[src/rtl/rca_pkg.sv]
// Shared definitions for the ripple-carry adder result collector:
// FSM state encoding, default widths and half-select flag values.
package rca_pkg;

  typedef enum logic [1:0] {
    IDLE     = 2'd0,
    WAIT_MSB = 2'd1,
    HOLD     = 2'd2
  } state_e;

  localparam int HALF_W_DEF = 16;
  localparam int CNT_W_DEF  = 16;

  localparam logic FLAG_LSB = 1'b0;
  localparam logic FLAG_MSB = 1'b1;

endpackage : rca_pkg

[src/rtl/rca_result_collector.sv]
// Collects the LSB and MSB half-sums from the time-multiplexed adder,
// reassembles the full sum with final carry, and offers it on ready/valid.
module rca_result_collector
  import rca_pkg::*;
#(
  parameter int HALF_W = HALF_W_DEF,
  parameter int CNT_W  = CNT_W_DEF
) (
  input  logic                CLK,
  input  logic                RST,
  input  logic                in_valid,
  output logic                in_ready,
  input  logic [HALF_W-1:0]   S_half,
  input  logic                C_half,
  input  logic                flag,
  input  logic                mode16,
  output logic                out_valid,
  input  logic                out_ready,
  output logic [2*HALF_W-1:0] SUM,
  output logic                C_out,
  output logic                seq_err,
  output logic [CNT_W-1:0]    result_cnt
);

  state_e              state_q, state_d;
  logic [2*HALF_W-1:0] sum_q, sum_d;
  logic                c_out_q, c_out_d;
  logic                seq_err_q, seq_err_d;
  logic [CNT_W-1:0]    cnt_q, cnt_d;

  logic in_fire;
  logic lsb_accept;
  logic msb_accept;
  logic deliver;

  // in_ready is a pure decode of state_q, so in_fire never depends on itself.
  assign in_fire    = in_valid && in_ready;
  assign lsb_accept = in_fire && (flag == FLAG_LSB);
  assign msb_accept = in_fire && (flag == FLAG_MSB) && (state_q == WAIT_MSB);
  assign deliver    = (state_q == HOLD) && out_ready;

  // State register and datapath registers.
  // NOTE: sequential state uses non-blocking (<=) so every register samples
  // the pre-edge values of the others, independent of statement order.
  always_ff @(posedge CLK) begin
    if (RST) begin
      state_q   <= IDLE;
      sum_q     <= '0;
      c_out_q   <= 1'b0;
      seq_err_q <= 1'b0;
      cnt_q     <= '0;
    end else begin
      state_q   <= state_d;
      sum_q     <= sum_d;
      c_out_q   <= c_out_d;
      seq_err_q <= seq_err_d;
      cnt_q     <= cnt_d;
    end
  end

  // Next-state logic.
  // NOTE: every always_comb output gets a default first, so no path leaves
  // it unassigned and no latch is inferred.
  always_comb begin
    state_d = state_q;
    unique case (state_q)
      IDLE, WAIT_MSB: begin
        if (lsb_accept) begin
          state_d = mode16 ? HOLD : WAIT_MSB;
        end else if (msb_accept) begin
          state_d = HOLD;
        end
      end
      HOLD: begin
        if (out_ready) begin
          state_d = IDLE;
        end
      end
      default: state_d = IDLE;
    endcase
  end

  // Datapath next values: the LSB half always restarts a result, so a second
  // LSB in WAIT_MSB simply overwrites the first.
  always_comb begin
    sum_d     = sum_q;
    c_out_d   = c_out_q;
    seq_err_d = 1'b0;
    cnt_d     = cnt_q;

    if (lsb_accept) begin
      sum_d[HALF_W-1:0] = S_half;
      if (mode16) begin
        sum_d[2*HALF_W-1:HALF_W] = '0;
        c_out_d                  = C_half;
      end
      seq_err_d = (state_q == WAIT_MSB);
    end else if (msb_accept) begin
      sum_d[2*HALF_W-1:HALF_W] = S_half;
      c_out_d                  = C_half;
    end else if (in_fire) begin
      // MSB half arriving in IDLE: data dropped, flagged.
      seq_err_d = 1'b1;
    end

    if (deliver) begin
      cnt_d = cnt_q + CNT_W'(1);
    end
  end

  // Output decode: all outputs come from registers only.
  always_comb begin
    in_ready  = (state_q != HOLD);
    out_valid = (state_q == HOLD);
  end

  assign SUM        = sum_q;
  assign C_out      = c_out_q;
  assign seq_err    = seq_err_q;
  assign result_cnt = cnt_q;

endmodule : rca_result_collector

[config.mk]
export PLATFORM = sky130hd
export DESIGN_NAME = rca_result_collector
export DESIGN_NICKNAME = d
export VERILOG_FILES = /design/src/rtl/rca_pkg.sv /design/src/rtl/rca_result_collector.sv
export SDC_FILE = /design/constraint.sdc
export NUM_CORES = 1
export LEC_CHECK = 0
export BUFFER_PORTS_ARGS = -buffer_cell sky130_fd_sc_hd__buf_2
export CAP_MARGIN = 20
export CELL_PAD_IN_SITES_DETAIL_PLACEMENT = 0
export CELL_PAD_IN_SITES_GLOBAL_PLACEMENT = 1
export CORE_ASPECT_RATIO = 0.5
export CORE_UTILIZATION = 35
export CTS_CLUSTER_DIAMETER = 100
export CTS_CLUSTER_SIZE = 24
export DETAILED_ROUTE_END_ITERATION = 10
export GPL_ROUTABILITY_DRIVEN = 0
export MAX_ROUTING_LAYER = met4
export PLACE_DENSITY_LB_ADDON = 0.05
export SLEW_MARGIN = 20
export SYNTH_ARGS = -nofsm -noshare
export SYNTH_HDL_FRONTEND = slang
export SYNTH_SLANG_ARGS = --single-unit
[constraint.sdc]
create_clock -name CLK -period 3.32 [get_ports CLK]
set_input_delay 0.166 -clock CLK [delete_from_list [all_inputs] [get_ports CLK]]
set_output_delay 0.166 -clock CLK [all_outputs]
set_load 0.01 [all_outputs]
==> results of run 1 <==
metal layers:
layer	GRT usage	routed length, um	vias up
li1	-	-	910
met1	0.209	2390	828
met2	0.260	2170	44
met3	0.0583	287	2
met4	0.0324	10	0
met5	-	0	-
final timing paths:
check / from / to / slack, ns
worst max-delay path: state_q[0] / SUM[10] / 1.41
worst min-delay path: S_half[7] / SUM[23] / 0.1
worst max register to register: state_q[0] / SUM[10] / 1.41
worst min register to register: SUM[2] / SUM[2] / 0.45
kinds of logic after synthesis:
logic type	synth area share
mux	0.0151
fa+ha+maj	0.00603
flops	0.502
xor+xnor	0.0422
buf+inv	0.0489
simple gates	0.218
compound gates	0.167
where the power goes:
part	internal (mW)	total [mW]	switching [mW]
Combinational	0.0346	0.0888	0.0543
Sequential	0.637	0.646	0.00870
Clock	0.281	0.508	0.227
Total	0.953	1.24	0.290
through the flow:
step | util | hold WS [ns] | area (um^2) | std cells | power [mW]
2_1_floorplan | - | 0.292 | 2070 | 222 | 0.711
3_5_place_dp | 0.438 | 0.396 | 2450 | 353 | 0.750
5_1_grt | 0.464 | 0.0912 | 2590 | 361 | 1.30
4_1_cts | 0.464 | 0.0920 | 2590 | 361 | 1.26
6_report | 0.464 | 0.100 | 2590 | 361 | 1.24
3_3_place_gp | 0.438 | 0.394 | 2450 | 353 | 0.749
state kept, by name (all words and copies together), names as in the netlist:
name	flops
C_out	1
result_cnt	16
seq_err	1
SUM	32
state_q	2
layout make-up:
type	instances	area [um^2]	area share
clock buffers	6	129	0.0497
multi-input cells	150	931	0.359
clock inverters	2	16.3	0.00627
repair buffers	74	370	0.143
flip-flops and latches	52	1040	0.401
inverters	4	15.0	0.00579
well taps	73	91.3	0.0352
cell usage in the layout, fill, tap and decap left out, types with 3 or more instances in the layout:
master	n
clkbuf_16	5
a21oi_1	23
a32o_1	16
inv_1	4
xnor2_1	6
o21ai_0	3
xor2_1	4
nor2_1	11
nand2_1	41
buf_2	74
nor2b_1	3
nand3_1	6
dfxtp_1	52
and3_1	3
or3_1	3
==> flow_summary.toml, run 1 <==
[worst_hold_path]
hold_depth = 2
hold_path.class = "primary input to flip-flop"

[place]
dp_hpwl_mm = 3.31
io_buffers = 74
dp_slack_ns = 1.38

[layout]
nFillCells = 556
syn2layout_area_growth_pct = 25.1
post_route_cells_drive_above_1_share = 0.316
insertedDiodeCount = 0
final_nets = 311

[synthesis]
postSynthAreaPerCell_um2 = 9.34
ys_seq_area_frac = 0.502
yosysTopAreaCell = "dfxtp_1"
synth.cell_area_um2 = 2070
syn_inst = 222
synth_edf_count = 0
synth.area.top_cells = "dfxtp_1 (50%), a32o_1 (7.7%), nand2_1 (7.4%)"
synth_seq_cells = 52
synthMostInstantiatedCell = "dfxtp_1"
ys_types = 41
synthArstFlopShare = 0
yosysWarnings = 0
syn_nets = 246
yosys.area.top_type_share = 0.502
synth_ff_type = "dfxtp_1"
yosys-top-cells-count = "dfxtp_1 (52), nand2_1 (41), a21oi_1 (23), a32o_1 (16), nor2_1 (11)"

[clock_network]
postCtsSetupBuffers = 0
postCtsHoldBufs = 0
worst_setup_hold_path_clk_slew_ns = 0.07
cts_root_buf = "clkbuf_16"
cts-resized-gates = 0
cts_max_level = 2
clock-sinks = 52
clk_path_buf_depth = 2
clock_latency_ns = 0.29
cts_tree = "yes"
cts_buffers = 5

[setup_path]
crit_arrival_ns = 2.12
critPathMaxFanout = 16
critPathTopFamily = "simple AND/OR/NAND/NOR gates"
reg2reg_depth = 4
start_kind = "flip-flop"
cp.required_ns = 3.53
critical_path_class = "flip-flop to flip-flop"
crit_path_max_incr_delay_ns = 0.79
critical_path_buf_inv_count = 0
crit_cells = 4
cpMaxStageDelayCell = "nor3b_2"
crit_chain = "and2b_2, nor3b_2, nand2_1, a21oi_1"
critPathCaptureType = "flip-flop"

[drt]
drtIter0Drc = 60
wirelength_mm = 4.86
vias = 1784
vias_per_cell = 4.94
drtAntennaViolNets = 0
drtPass1Iterations = 4
avgRoutedWirePerCell_um = 13.5
drcViolationCount = 0

[sta]
slew_headroom = 0.249
setup_tns_ns = 0
post-route-min-period_ns = 1.91
fmax_ghz = 0.524
hold_viol_final = 0
period_share = 0.574
worst_slack_ns = 1.41
rsz0062_at_grt = "no"
fin_skew_ns = 0.00565
finalSetupViolCount = 0
worst_slew_pin_slew_ns = 1.12
slew_viol_final = 0

[floorplan]
rows = 19
die_y_um = 56.4
dieArea_um2 = 6250
core_um2 = 5590
die_x_um = 111
io_pins = 75
initial_utilization = 0.371

[grt]
grt_use_total = 0.166
grt_antenna_before_repair = 0
grt_max_degree = 36
grt_pass1_wl_mm = 8.09
grt_pass1_vias = 1638
grt_overflow_total = 0

[status]
outcome = "complete, no violations"

[pwr]
peakVddDrop_mv = 0.247
p_leak_nw = 1.14
power_density_nw_per_um2 = 479

[run]
cap_violations = 0
(Power assumes the default switching activity.)
==> run 2, diff against run 1 <==
--- a/config.mk
+++ b/config.mk
@@ -10,7 +10,7 @@
 export CELL_PAD_IN_SITES_DETAIL_PLACEMENT = 0
 export CELL_PAD_IN_SITES_GLOBAL_PLACEMENT = 1
 export CORE_ASPECT_RATIO = 0.5
-export CORE_UTILIZATION = 35
+export CORE_UTILIZATION = 32
 export CTS_CLUSTER_DIAMETER = 100
 export CTS_CLUSTER_SIZE = 24
 export DETAILED_ROUTE_END_ITERATION = 10
==> constraint.sdc (replaced) <==
create_clock -name CLK -period 1.6 [get_ports CLK]
set_input_delay 0.08 -clock CLK [delete_from_list [all_inputs] [get_ports CLK]]
set_output_delay 0.08 -clock CLK [all_outputs]
set_load 0.01 [all_outputs]
==> flow_summary.toml, run 2 (synthesis results as in run 1) <==
[status]
outcome = "complete, no violations"

[clock_network]
worst_setup_hold_path_clk_slew_ns = 0.07
cts-resized-gates = 0
clock_latency_ns = 0.29
postCtsSetupBuffers = 0
cts_buffers = 5
cts_root_buf = "clkbuf_16"
cts_tree = "yes"
postCtsHoldBufs = 0
clk_path_buf_depth = 2
cts_max_level = 2
clock-sinks = 52

[sta]
slew_headroom = 0.561
fmax_ghz = 0.659
rsz0062_at_grt = "no"
worst_slew_pin_slew_ns = 0.657
fin_skew_ns = 0.00599
setup_tns_ns = 0
hold_viol_final = 0
finalSetupViolCount = 0
post-route-min-period_ns = 1.52
slew_viol_final = 0
period_share = 0.948

[grt]
top_usage_layer = "met2"
grt_pass1_vias = 1774
grt_antenna_before_repair = 0
grt_max_degree = 21
grtUsageMet3 = 0.0546
grt_use_met1 = 0.198
grt_use_total = 0.170
grt_pass1_wl_mm = 8.47
grtUsageMet2 = 0.281
grt_overflow_total = 0

[worst_hold_path]
worstHoldStart = "S_half[11]"
hold_path.class = "primary input to flip-flop"
hold_depth = 2
hold_end = "SUM[27]"

[floorplan]
io_pins = 75
core_um2 = 6160
dieArea_um2 = 6820
rows = 20
initial_utilization = 0.337
die_x_um = 116
die_y_um = 58.9

[layout]
final_nets = 328
insertedDiodeCount = 0
nFillCells = 633
syn2layout_area_growth_pct = 36.0
final_common_cell = "buf_2"
post_route_cells_drive_above_1_share = 0.359
largest_reg_flops = 32
final_cell_mix = "buf_2 (74), dfxtp_1 (51), nand2_1 (41), a21oi_1 (23), a32o_1 (16)"

[setup_path]
cp-startpoint = "state_q[1]"
critPathCaptureType = "flip-flop"
start_kind = "flip-flop"
critical_path_class = "flip-flop to flip-flop"
timing.rr.start = "state_q[1]"
crit_arrival_ns = 1.74
rr_endpoint = "result_cnt[15]"
r2r_setup_slack_ns = 0.08
reg2reg_depth = 4
crit_path_max_incr_delay_ns = 0.52
critPathMaxFanout = 4
crit_chain = "and3b_2, nand3_1, or4_1, a21oi_1"
cp.required_ns = 1.82
critPathTopFamily = "simple AND/OR/NAND/NOR gates"
critical_path_buf_inv_count = 0
cpMaxStageDelayCell = "or4_1"
crit_cells = 4

[drt]
drtPass1Iterations = 4
wirelength_mm = 5.09
drcViolationCount = 0
vias = 1879
drtIter0Drc = 102
avgRoutedWirePerCell_um = 13.0
vias_per_cell = 4.79
drtAntennaViolNets = 0

[place]
io_buffers = 74
dp_hpwl_mm = 3.66

[pwr]
peakVddDrop_mv = 0.413
power_density_nw_per_um2 = 1030
p_leak_nw = 1.27
finalPower_mw = 2.91

[run]
cap_violations = 0
==> run 2: worst max path at each step <==
stage	end	slack (ns)
after floorplan	result_cnt[12]	0.01
after global placement	result_cnt[15]	0.14
after detailed placement	result_cnt[15]	0.09
after CTS	result_cnt[15]	0.08
after global routing	result_cnt[12]	0.02
final	result_cnt[15]	0.08
==> run 2: area by class of cell <==
class	instances	area (um^2)	area share
Inverter	4	15.0	0.00533
Multi-Input combinational cell	150	931	0.330
Tap cell	88	110	0.0391
Clock inverter	2	60.1	0.0213
Clock buffer	5	125	0.0444
Timing Repair Buffer	91	536	0.190
Sequential cell	52	1040	0.370
==> run 2: layer usage <==
layer | part of all wire | vias up
met5 | 0 | -
met1 | 0.46 | 888
met2 | 0.47 | 43
met3 | 0.055 | 7
li1 | - | 941
met4 | 0.012 | 0
==> run 2: power breakdown <==
part           leakage (nW)  internal (mW)  switching (mW)
Sequential            0.422           1.32          0.0141
Combinational         0.759         0.0948           0.121
Clock                0.0899          0.887           0.467
==> run 2: through the flow <==
step                worst slack, ns  utilization  hold slack [ns]  instances  cell area, um^2
floorplan                    0.0143            -            0.206        222             2070
global placement              0.135        0.428            0.310        385             2630
detailed placement           0.0947        0.428            0.313        385             2630
CTS                          0.0841        0.458          0.00728        392             2820
global route                 0.0160        0.458          0.00441        392             2820
finish                       0.0828        0.458           0.0133        392             2820
